File: src/rtl/usb_frame_parser.sv
// -----------------------------------------------------------------------------
// usb_frame_parser
//   Receive-side command parser behind the USB EP2 read path. It takes the
//   16-bit words drained from the FX2 FIFO and decodes framed load commands:
//     H {A5, 000000, target} | A start address | L length N | N payload | C sum
//   Each payload is written into the image (0), weight (1) or bias (2) memory.
//   At the end of every frame it presents one status word for the EP6 path.
//
// Ports
//   i_usb_ifclk     sole clock (USB interface clock)
//   i_rst           asynchronous active-high reset
//   i_rx_valid      i_rx_data holds a received word
//   i_rx_data       received word
//   o_rx_ready      word accepted when i_rx_valid && o_rx_ready
//   o_mem_we        registered write strobe, one cycle per payload word
//   o_mem_sel       target memory of the write
//   o_mem_addr      write address
//   o_mem_wdata     write data
//   o_status_valid  status word pending
//   o_status        {ok, code[2:0], target[1:0], words_written[9:0]}
//   i_status_ready  TX path accepts the status word
//
// States
//   S_HDR    | waiting for the header word H
//   S_ADDR   | waiting for the start address A
//   S_LEN    | waiting for the payload length L
//   S_PAY    | consuming payload words, writing them to memory
//   S_CSUM   | waiting for the checksum word C
//   S_REPORT | status presented, waiting for the TX handshake
// -----------------------------------------------------------------------------
module usb_frame_parser #(
  parameter int DATA_WIDTH = 16,
  parameter int ADDR_WIDTH = 10
) (
  input  logic                  i_usb_ifclk,
  input  logic                  i_rst,
  input  logic                  i_rx_valid,
  input  logic [DATA_WIDTH-1:0] i_rx_data,
  output logic                  o_rx_ready,
  output logic                  o_mem_we,
  output logic [1:0]            o_mem_sel,
  output logic [ADDR_WIDTH-1:0] o_mem_addr,
  output logic [DATA_WIDTH-1:0] o_mem_wdata,
  output logic                  o_status_valid,
  output logic [15:0]           o_status,
  input  logic                  i_status_ready
);

  typedef enum logic [2:0] {
    S_HDR    = 3'd0,
    S_ADDR   = 3'd1,
    S_LEN    = 3'd2,
    S_PAY    = 3'd3,
    S_CSUM   = 3'd4,
    S_REPORT = 3'd5
  } state_t;

  localparam logic [7:0] MAGIC = 8'hA5;

  // Range check of base + N is done wide enough that it can never wrap.
  localparam int EW = ADDR_WIDTH + 17;
  localparam logic [EW-1:0] MEM_DEPTH = EW'(1) << ADDR_WIDTH;

  localparam logic [2:0] CODE_OK    = 3'd0;
  localparam logic [2:0] CODE_MAGIC = 3'd1;
  localparam logic [2:0] CODE_TGT   = 3'd2;
  localparam logic [2:0] CODE_LEN0  = 3'd3;
  localparam logic [2:0] CODE_RANGE = 3'd4;
  localparam logic [2:0] CODE_CSUM  = 3'd5;

  state_t                  state_q, state_d;
  logic [1:0]              target_q, target_d;
  logic [ADDR_WIDTH-1:0]   waddr_q, waddr_d;     // address of the next payload word
  logic [15:0]             remain_q, remain_d;
  logic [15:0]             sum_q, sum_d;
  logic                    range_q, range_d;
  logic [9:0]              written_q, written_d;
  logic [15:0]             status_q, status_d;
  logic                    mem_we_q, mem_we_d;
  logic [1:0]              mem_sel_q, mem_sel_d;
  logic [ADDR_WIDTH-1:0]   mem_addr_q, mem_addr_d;
  logic [DATA_WIDTH-1:0]   mem_wdata_q, mem_wdata_d;

  logic                    accept;
  logic [EW-1:0]           end_ext;

  assign o_rx_ready     = (state_q != S_REPORT);
  assign o_status_valid = (state_q == S_REPORT);
  assign o_status       = status_q;
  assign o_mem_we       = mem_we_q;
  assign o_mem_sel      = mem_sel_q;
  assign o_mem_addr     = mem_addr_q;
  assign o_mem_wdata    = mem_wdata_q;

  assign accept  = i_rx_valid && o_rx_ready;
  assign end_ext = EW'(waddr_q) + EW'(i_rx_data);

  always_comb begin
    state_d     = state_q;
    target_d    = target_q;
    waddr_d     = waddr_q;
    remain_d    = remain_q;
    sum_d       = sum_q;
    range_d     = range_q;
    written_d   = written_q;
    status_d    = status_q;
    mem_we_d    = 1'b0;
    mem_sel_d   = mem_sel_q;
    mem_addr_d  = mem_addr_q;
    mem_wdata_d = mem_wdata_q;

    case (state_q)
      S_HDR: begin
        if (accept) begin
          sum_d     = '0;
          range_d   = 1'b0;
          written_d = '0;
          remain_d  = '0;
          if (i_rx_data[15:8] != MAGIC) begin
            // Target field of a non-frame word is meaningless; report 0.
            status_d = {1'b0, CODE_MAGIC, 2'b00, 10'd0};
            state_d  = S_REPORT;
          end else if (i_rx_data[1:0] == 2'd3) begin
            status_d = {1'b0, CODE_TGT, i_rx_data[1:0], 10'd0};
            state_d  = S_REPORT;
          end else begin
            target_d = i_rx_data[1:0];
            state_d  = S_ADDR;
          end
        end
      end

      S_ADDR: begin
        if (accept) begin
          waddr_d = i_rx_data[ADDR_WIDTH-1:0];
          range_d = |i_rx_data[DATA_WIDTH-1:ADDR_WIDTH];
          state_d = S_LEN;
        end
      end

      S_LEN: begin
        if (accept) begin
          if (i_rx_data == '0) begin
            status_d = {1'b0, CODE_LEN0, target_q, 10'd0};
            state_d  = S_REPORT;
          end else begin
            remain_d = i_rx_data;
            range_d  = range_q || (end_ext > MEM_DEPTH);
            state_d  = S_PAY;
          end
        end
      end

      S_PAY: begin
        if (accept) begin
          sum_d    = sum_q + i_rx_data;
          remain_d = remain_q - 16'd1;
          // An out-of-range frame is still consumed so the stream stays aligned.
          if (!range_q) begin
            mem_we_d    = 1'b1;
            mem_sel_d   = target_q;
            mem_addr_d  = waddr_q;
            mem_wdata_d = i_rx_data;
            waddr_d     = waddr_q + 1'b1;
            written_d   = written_q + 10'd1;
          end
          if (remain_q == 16'd1) begin
            state_d = S_CSUM;
          end
        end
      end

      S_CSUM: begin
        if (accept) begin
          if (range_q) begin
            status_d = {1'b0, CODE_RANGE, target_q, 10'd0};
          end else if (i_rx_data != sum_q) begin
            status_d = {1'b0, CODE_CSUM, target_q, written_q};
          end else begin
            status_d = {1'b1, CODE_OK, target_q, written_q};
          end
          state_d = S_REPORT;
        end
      end

      S_REPORT: begin
        if (i_status_ready) begin
          state_d = S_HDR;
        end
      end

      default: begin
        state_d = S_HDR;
      end
    endcase
  end

  always_ff @(posedge i_usb_ifclk or posedge i_rst) begin
    if (i_rst) begin
      state_q     <= S_HDR;
      target_q    <= '0;
      waddr_q     <= '0;
      remain_q    <= '0;
      sum_q       <= '0;
      range_q     <= 1'b0;
      written_q   <= '0;
      status_q    <= '0;
      mem_we_q    <= 1'b0;
      mem_sel_q   <= '0;
      mem_addr_q  <= '0;
      mem_wdata_q <= '0;
    end else begin
      state_q     <= state_d;
      target_q    <= target_d;
      waddr_q     <= waddr_d;
      remain_q    <= remain_d;
      sum_q       <= sum_d;
      range_q     <= range_d;
      written_q   <= written_d;
      status_q    <= status_d;
      mem_we_q    <= mem_we_d;
      mem_sel_q   <= mem_sel_d;
      mem_addr_q  <= mem_addr_d;
      mem_wdata_q <= mem_wdata_d;
    end
  end

endmodule

File: config.mk
export PLATFORM = sky130hd
export DESIGN_NAME = usb_frame_parser
export DESIGN_NICKNAME = d
export VERILOG_FILES = /design/src/rtl/usb_frame_parser.sv
export SDC_FILE = /design/constraint.sdc
export NUM_CORES = 1
export LEC_CHECK = 0
export CORE_MARGIN = 2
export CORE_UTILIZATION = 30
export CTS_CLUSTER_DIAMETER = 30
export CTS_CLUSTER_SIZE = 16
export DETAILED_ROUTE_END_ITERATION = 10
export SKIP_CTS_REPAIR_TIMING = 1
export SYNTH_ARGS = -nofsm -noshare
export SYNTH_HDL_FRONTEND = slang
export SYNTH_SLANG_ARGS = --single-unit
File: constraint.sdc
create_clock -name i_usb_ifclk -period 4.1 [get_ports i_usb_ifclk]
set_input_delay 0.82 -clock i_usb_ifclk [delete_from_list [all_inputs] [get_ports i_usb_ifclk]]
set_output_delay 0.82 -clock i_usb_ifclk [all_outputs]
set_load 0.1 [all_outputs]
==> metrics.txt <==
Final Max Slew Viols=0; fin crit share=81.7%; Post-Synth Adder-Cell Area=approximately 6.5%; Critical Path RT=between 4000 and 5000 ps; Detailed Place HPWL=~12000 um; Syn Std Cell Area=0.00618 sq mm; Hold Fails Final Rpt=0; Area growth syn-to-layout=21.7%; Cell Int Power=about 2.8 mW; die height=roughly 150 um; min-delay src=o_status[13]; # fillers=approximately 2000; CP startpoint kind=primary input; most frequent cells in the layout=103 x dfrtp_1, 79 x nand2_1, 76 x o21ai_0, 64 x clkdlybuf4s50_1, 52 x a21oi_1; Relative slew margins=33.5%; cell area power density=752 mW/mm^2; Worst Skew=~9.9 ps; IO buf count=66; dpl cells=just over 1000; minimum clock period=approximately 3300 ps; sequential share of the synthesized area=41.7%; most used flip-flop cell after synthesis=dfrtp_1; area leader, netlist=dfrtp_1; Synth Area in Compound Gates=between 10% and 20%; final WL=~17000 um; crit end category=flop; most common cell after layout, fill and taps aside=dfrtp_1; clock insertion delay at the later pin of the skew report=roughly 370 ps; clock share of power=16.0%; top cells by area, synth=dfrtp_1 42%, o21ai_0 6.2%, ha_1 5.9%; Routed Antenna Nets=0; Mapped Nets=745; Die X=147 um; gr ovfl total=0; first-pass GRT wire length=about 28000 um; Leakage Power=3.28 nW; routability cong.=0.886; core footprint=approximately 0.02 sq mm; TritonCTS Buffers=9; multi-input logic area=~0.0034 sq mm; # DRC=0; post-DR vias/cell=approximately 5.2; worst hold stages=2; root buffer cell=clkbuf_16; iteration-0 DRC count of the detailed router=about 330; status=complete, no violations; CTS Sinks=103; Crit Path Class=in2reg; yosys warns=0; cells after synthesis=about 690; Fmax=around 0.30 GHz; IO Count=67; setup violators final=0; Peak VDD IR=0.000521 V; simple-gate share of the synthesized area=a little under a fifth; initial antenna violation count=0; area of the die=between 0.02 and 0.025 sq mm; Min-Delay Endpoint=o_status[13]; Combinational Power Share=between 50% and 60%; R2R depth=8; Seq pwr share=between 20 and 30%; Synth top area share=between 40% and 50%; Final Util=37.2%; H-tree depth=3; vias in the first global route=~5100; crit-path max FO=8; XOR/XNOR Fraction of Synth Area=4.40%; mux contribution to synthesized area=5.39%; largest net degree at the start of global routing=slightly below 70; WL/cell=between 15 and 20 um; Via Count=between 5000 and 6000; Net Switching=between 2 and 3 mW; main combinational cell family by area after synthesis=compound AO/OA/AOI/OAI gates; final non-filler cell total=1038; Hold WC Path Type=reg2reg; Syn Area/Cell=8.90 sq um; CTS tree=built; Worst-path clk slew=70 ps; share of cells above drive strength 1=10.3%; Sw Share=50.6%; final setup TNS=0 ps; total track usage=~16%; Final Power=5.65 mW; r2r setup slk=~1400 ps; RSZ-0062 raised after global routing=false; Critical R2R Capture=range_q; asr flop ratio synth=100%; RR Startpoint=waddr_q[0]; Detailed Routing Iterations Pass 1=5; Max clock buf depth=2; Synth cell types=60; Register Area=between 0.002 and 0.003 sq mm; NumNets Final=814; WHS=between 400 and 500 ps; site row count=between 50 and 60; maxcap violations=0; Starting Density=a little under a third; Arr. time, crit path=between 3000 and 4000 ps; # diodes=0; Synth Register Bits=103; worst slew pin tran=approximately 990 ps; EDFF count, synth=0
-- per-layer routing --
metal / GRT usage (%) / vias up / routed length (um)
met1: 23.4 / 2578 / 8290
met5: 0 / - / 0
met4: 4.52 / 0 / 265
met2: 24.0 / 143 / 7310
li1: - / 2647 / -
met3: 3.64 / 21 / 939
-- state kept, by name, summed over array words and instances (netlist names) --
signal,flops
o_mem_addr,10
o_mem_sel,2
range_q,1
o_status,16
o_mem_wdata,16
remain_q,16
state_q,3
sum_q,16
written_q,10
o_mem_we,1
waddr_q,10
target_q,2
-- stage by stage --
stage               setup WS, ps  instance area [sq um]
finish                       751                   7520
global placement             458                   7210
detailed placement           375                   7210
global route                 526                   7520
CTS                          745                   7520
floorplan                    576                   6180
-- worst max-delay path, cell delays in order --
cell and delay (ps):
clkdlybuf4s50_1 710, fa_1 590, a21oi_1 210, o211ai_1 170
o41ai_2 430, xnor2_1 120, o41ai_1 380, a41oi_1 150
-- how the worst max path moves through the flow --
stage                   from             to  slack, ps  cells past startpoint
6_report        i_rx_data[1]        range_q        750                      8
5_1_grt        i_rx_data[11]   o_status[11]        530                      7
4_1_cts         i_rx_data[1]        range_q        740                      8
3_5_place_dp    i_rx_data[1]        range_q        380                      8
3_3_place_gp    i_rx_data[1]        range_q        460                      8
2_1_floorplan          i_rst  o_mem_addr[0]        580                      1
-- cell type report --
class,instances,share of cell area [%]
Timing Repair Buffer,89,11.2
Clock buffer,9,3.00
Multi-Input combinational cell,534,44.7
Tap cell,270,4.49
Inverter,26,1.33
Sequential cell,103,34.3
Clock inverter,7,1.05
-- power groups by stage --
stage | logic [mW] | clock network, mW | registers, mW
after floorplan | 1.72 | 0 | 2.29
after global placement | 3.15 | 0 | 1.58
after detailed placement | 3.15 | 0 | 1.58
after CTS | 3.17 | 0.934 | 1.57
after global routing | 3.46 | 0.973 | 1.62
final | 3.18 | 0.905 | 1.57
-- cells by family (layout without fill, tap and decap cells) --
logic type / Yosys count / after routing
AOI/OAI and AO/OA: 199 / 199
adders and majority gates: 31 / 31
muxes: 30 / 30
buffers and inverters: 57 / 131
DFF: 103 / 103
and+or+nand+nor: 243 / 243
xor gates and xnor gates: 31 / 31
-- synth_stat cells (13+ instances only) --
master,count
ha_1,29
nor2_1,51
nand3_1,43
inv_1,26
clkbuf_1,18
and3_1,14
mux2_2,26
xnor2_1,16
xor2_1,15
nor3_1,13
a31oi_1,14
o21ai_0,76
dfrtp_1,103
a21oi_1,52
nand2_1,79
Power figures use the tool's default switching activity.
